<file path="src/rtl/parity_frame_rx.sv">
// Serial frame receiver: start/data/parity/stop framing, LSB-first data,
// XOR parity check and framing check reported alongside each received word.
module parity_frame_rx #(
   parameter int DATA_W = 8,
   parameter bit ODD    = 1'b0
) (
   input  logic              clk,
   input  logic              rst_n,
   input  logic              sin,
   input  logic              bit_en,
   output logic [DATA_W-1:0] dout,
   output logic              dout_valid,
   output logic              parity_err,
   output logic              frame_err,
   output logic              busy
);

   localparam int CNT_W = $clog2(DATA_W + 1);

   typedef enum logic [1:0] {
      IDLE   = 2'd0,
      DATA   = 2'd1,
      PARITY = 2'd2,
      STOP   = 2'd3
   } state_t;

   state_t             r_state;
   state_t             w_next;
   logic [DATA_W-1:0]  r_shift;
   logic [CNT_W-1:0]   r_cnt;
   logic               r_acc;
   logic               r_perr;
   logic [DATA_W-1:0]  r_dout;
   logic               r_dout_valid;
   logic               r_parity_err;
   logic               r_frame_err;
   logic               w_last_data;

   // Accumulated data parity plus the received parity bit must equal the parity sense.
   function automatic logic parity_mismatch(input logic acc, input logic par_bit);
      return ((acc ^ par_bit) != ODD);
   endfunction

   assign w_last_data = (r_cnt == CNT_W'(DATA_W - 1));

   // State register.
   always_ff @(posedge clk or negedge rst_n) begin
      if (!rst_n) begin
         r_state <= IDLE;
      end else begin
         r_state <= w_next;
      end
   end

   // Next-state logic; every transition is gated by the bit strobe.
   always_comb begin
      w_next = r_state;
      case (r_state)
         IDLE: begin
            if (bit_en && !sin) w_next = DATA;
            else                w_next = IDLE;
         end
         DATA: begin
            if (bit_en && w_last_data) w_next = PARITY;
            else                       w_next = DATA;
         end
         PARITY: begin
            if (bit_en) w_next = STOP;
            else        w_next = PARITY;
         end
         STOP: begin
            if (bit_en) w_next = IDLE;
            else        w_next = STOP;
         end
         default: w_next = IDLE;
      endcase
   end

   // Datapath: shift/accumulate while framing, publish results on the stop bit.
   always_ff @(posedge clk or negedge rst_n) begin
      if (!rst_n) begin
         r_shift      <= '0;
         r_cnt        <= '0;
         r_acc        <= 1'b0;
         r_perr       <= 1'b0;
         r_dout       <= '0;
         r_dout_valid <= 1'b0;
         r_parity_err <= 1'b0;
         r_frame_err  <= 1'b0;
      end else begin
         r_dout_valid <= 1'b0;
         if (bit_en) begin
            case (r_state)
               IDLE: begin
                  if (!sin) begin
                     r_shift <= '0;
                     r_cnt   <= '0;
                     r_acc   <= 1'b0;
                  end
               end
               DATA: begin
                  r_shift <= {sin, r_shift[DATA_W-1:1]};
                  r_acc   <= r_acc ^ sin;
                  r_cnt   <= r_cnt + CNT_W'(1);
               end
               PARITY: begin
                  r_perr <= parity_mismatch(r_acc, sin);
               end
               STOP: begin
                  r_dout       <= r_shift;
                  r_parity_err <= r_perr;
                  r_frame_err  <= ~sin;
                  r_dout_valid <= 1'b1;
               end
               default: begin
                  r_cnt <= '0;
               end
            endcase
         end
      end
   end

   assign dout       = r_dout;
   assign dout_valid = r_dout_valid;
   assign parity_err = r_parity_err;
   assign frame_err  = r_frame_err;
   assign busy       = (r_state != IDLE);

endmodule

</file>
<file path="config.mk">
export PLATFORM = sky130hd
export DESIGN_NAME = parity_frame_rx
export DESIGN_NICKNAME = d
export VERILOG_FILES = /design/src/rtl/parity_frame_rx.sv
export SDC_FILE = /design/constraint.sdc
export NUM_CORES = 1
export LEC_CHECK = 0
export CAP_MARGIN = 5
export CELL_PAD_IN_SITES_DETAIL_PLACEMENT = 1
export CELL_PAD_IN_SITES_GLOBAL_PLACEMENT = 1
export CORE_MARGIN = 2
export CORE_UTILIZATION = 48
export DETAILED_ROUTE_END_ITERATION = 12
export DONT_BUFFER_PORTS = 1
export GPL_TIMING_DRIVEN = 0
export PLACE_DENSITY_LB_ADDON = 0.1
export RECOVER_POWER = 25
export SYNTH_ARGS = -nofsm -noshare
export SYNTH_HDL_FRONTEND = slang
export SYNTH_SLANG_ARGS = --single-unit
</file>
<file path="constraint.sdc">
create_clock -name clk -period 1.52 [get_ports clk]
set_input_delay 0.304 -clock clk [delete_from_list [all_inputs] [get_ports clk]]
set_output_delay 0.304 -clock clk [all_outputs]
set_load 0.02 [all_outputs]
</file>
==> results.py <==
metrics = {
    "clock_tree": {
        "htreeDepth": 1,
        "clockRootBuffer": "clkbuf_4",
        "cts_tree": "yes",
        "clk_latency_ns": 0.32,
        "max-clock-path-buffers": 2,
        "clk_pin_slew_ns": 0.15,
        "cts_made_buffers": 3,
        "cts_setup_buffers": 0,
        "cts.sinks": 27,
    },
    "outcome": {
        "run_status": "complete, no violations",
    },
    "worst_setup_path": {
        "cp.required_ns": 1.75,
        "critPathLaunch": "r_state[1]$_DFF_PN0_",
        "critical_path.top_delay_family": "simple AND/OR/NAND/NOR gates",
        "max_stage_delay_ns": 0.40,
        "path_common_cell": "buf_6",
        "crit_type": "reg2reg",
        "critPathMaxFanout": 10,
        "cp_num_cells": 5,
        "crit-reg2reg-launch": "r_state[1]$_DFF_PN0_",
        "worstPathArrival_ns": 1.68,
        "rrSetupSlack_ns": 0.06,
        "r2r-end": "r_cnt[0]$_DFFE_PN0P_",
        "crit_slowest_cell": "dfrtp_1",
        "cp-start-kind": "flop",
        "endpoint_kind": "flop",
        "crit_buf_inv": 2,
        "worstRegToRegCells": 5,
        "worstPathCellList": "buf_6, nand2b_4, or2_4, buf_6, mux2_4",
    },
    "drt": {
        "ant_nets": 0,
        "vias": 702,
        "drt_iter0_drc": 0,
        "drc": 0,
        "dr.pass1.iters": 1,
        "wl_per_cell_um": 16.7,
        "vias_per_cell": 5.80,
        "routed_wl_um": 2020,
    },
    "die": {
        "std_cell_rows": 17,
        "pin_count": 16,
        "fp.coreArea_sq_um": 2210,
        "dieWidth_um": 52.5,
        "fp.dieH_um": 52.5,
        "start_util": 0.511,
        "die_area_sq_um": 2760,
    },
    "synth": {
        "ys.flop_type": "dfrtp_1",
        "async_flop_share": 1.00,
        "syn_inst": 87,
        "synth_cell_type_count": 27,
        "yosys.area.top_type_share": 0.597,
        "synth.most_common_cell": "dfrtp_1",
        "synth_compound_area_frac": 0.139,
        "yosysSeqAreaShare": 0.597,
        "synthTopCellsByCount": "27 x dfrtp_1, 9 x a22o_1, 8 x mux2_2",
        "yosys-top-cells-area": "dfrtp_1 60%, mux2_2 8.0%, a22o_1 7.0%",
        "synthAdderAreaFrac": 0.0111,
        "synth_xor_area_frac": 0,
        "synth_nets": 92,
        "synth-seq-cells": 27,
        "synth_area_sq_um": 1130,
        "synthSimpleGateAreaFrac": 0.103,
        "synth_edf_count": 0,
        "synth_top_family_by_area": "compound AO/OA/AOI/OAI gates",
        "syn_area_per_cell_sq_um": 13.0,
        "ys_warn_count": 0,
        "synthMuxAreaShare": 0.103,
        "synth_top_area_cell": "dfrtp_1",
    },
    "timing": {
        "setup_tns_ns": 0,
        "rsz0062_at_grt": "false",
        "slew_viol_final": 0,
        "min_period_ns": 1.46,
        "max_freq_mhz": 687,
        "skew_ns": 0.00114,
        "fin_crit_sh": 0.958,
        "setup_viol": 0,
        "hold_violations": 0,
        "holdWs_ns": 0.0704,
        "slew_headroom": 0.571,
        "tightest_slew_ns": 0.644,
    },
    "grt": {
        "grtUsageTotal": 0.182,
        "grt_pass1_wl_um": 3640,
        "grt_pass1_vias": 750,
        "grt_max_degree": 28,
        "grt_remaining_overflow": 0,
        "antenna_found_initial": 0,
    },
    "layout": {
        "final_util": 0.553,
        "fillers": 230,
        "n_antenna_cell": 0,
        "area_growth_pct": 8.19,
        "finalNetCount": 99,
        "final_cells": 121,
        "drive_above_1_share": 0.258,
    },
    "power_and_ir_drop": {
        "p_leak_nw": 0.593,
        "power.density_nw_per_um2": 1910,
        "irDropWorstVdd_mv": 1.10,
    },
    "place": {
        "port_buffers": 0,
        "post-place-cells": 115,
        "globalplace.congestion": 0.805,
        "place_hpwl_um": 1430,
    },
    "worst_hold_path": {
        "worstHoldStart": "sin",
        "worst_hold_path.endpoint": "frame_err$_DFFE_PN0P_",
        "holdPathStages": 1,
        "min_path_type": "in2reg",
    },
    "run": {
        "maxCapViolations": 0,
    },
}
-- worst register-to-register path, delay by kind of cell, from the launching register on --
| kind | cells | cell delay (ns) |
|---|---|---|
| and+or+nand+nor | 2 | 0.42 |
| DFF | 1 | 0.40 |
| muxes | 1 | 0.25 |
| buffers and inverters | 2 | 0.28 |
-- timing repair --
action / 4_1_cts / 5_1_grt
resized for setup: 1 / 4
hold buffers: 2 / 0
endpoints found under the hold margin: 27 / 0
setup endpoints to repair: 1 / 9
-- power by group --
group	switching [W]	internal, W	leakage [nW]
sequential	0.000337	0.00100	0.347
combinational	0.000322	0.000364	0.232
clock	0.000214	0.000101	0.0139
total	0.000873	0.00146	0.593
-- stage by stage --
| stage | power (W) | setup WS, ns | area, sq um |
|---|---|---|---|
| 5_1_grt | 0.00252 | 0.0114 | 1220 |
| 2_1_floorplan | 0.00184 | 0.152 | 1130 |
| 3_5_place_dp | 0.00202 | 0.0242 | 1170 |
| 6_report | 0.00234 | 0.0643 | 1220 |
| 4_1_cts | 0.00236 | 0.00650 | 1230 |
| 3_3_place_gp | 0.00196 | 0.100 | 1170 |
-- layout make-up --
class	count	area (sq um)	area share
clock buffer	3	22.5	0.0184
timing repair buffer	2	15.0	0.0123
clock inverter	1	7.51	0.00613
multi-input combinational	51	413	0.337
buffer	5	40.0	0.0327
inverter	4	15.0	0.0123
tap	28	35.0	0.0286
sequential	27	676	0.552
-- registers in the layout (all words and copies together), names as in the netlist --
signal	flops
r_cnt	4
r_shift	8
dout	8
frame_err	1
dout_valid	1
parity_err	1
r_perr	1
r_state	2
r_acc	1
-- cell usage in the layout, fill, tap and decap left out, types with 2 or more instances in the layout --
cell,netlist,final
nand3_1,2,2
o31ai_1,2,2
buf_6,2,2
inv_1,4,3
o21ai_0,3,3
and3b_1,2,2
clkbuf_4,0,3
clkbuf_2,1,2
a22o_1,9,9
mux2_2,8,8
nor2_1,2,2
dfrtp_1,27,27
a31oi_1,2,2
nand2_1,5,4
a21oi_1,2,2
nand2b_1,3,3
-- worst max path at each step --
| stage | endpoint | slack (ns) |
|---|---|---|
| final | r_cnt[0]$_DFFE_PN0P_ | 0.06 |
| after global routing | r_cnt[0]$_DFFE_PN0P_ | 0.01 |
| after CTS | dout[3]$_DFFE_PN0P_ | 0.007 |
| after detailed placement | dout[3]$_DFFE_PN0P_ | 0.02 |
| after global placement | r_cnt[0]$_DFFE_PN0P_ | 0.10 |
| after floorplan | r_cnt[0]$_DFFE_PN0P_ | 0.15 |
-- routing by layer --
layer / wire length, um / global-route usage / share of wire
met5: 0 / 0 / 0
met4: 17 / 0.0641 / 0.0084
met3: 69 / 0.0400 / 0.034
met2: 994 / 0.281 / 0.49
met1: 933 / 0.252 / 0.46
-- cells by family after synthesis --
| group | Yosys count |
|---|---|
| flip-flops | 27 |
| buffers and inverters | 9 |
| AND/OR/NAND/NOR | 19 |
| multiplexers | 10 |
| AO/OA/AOI/OAI | 21 |
| adder cells (fa/ha/maj) | 1 |
(Power assumes the default switching activity.)
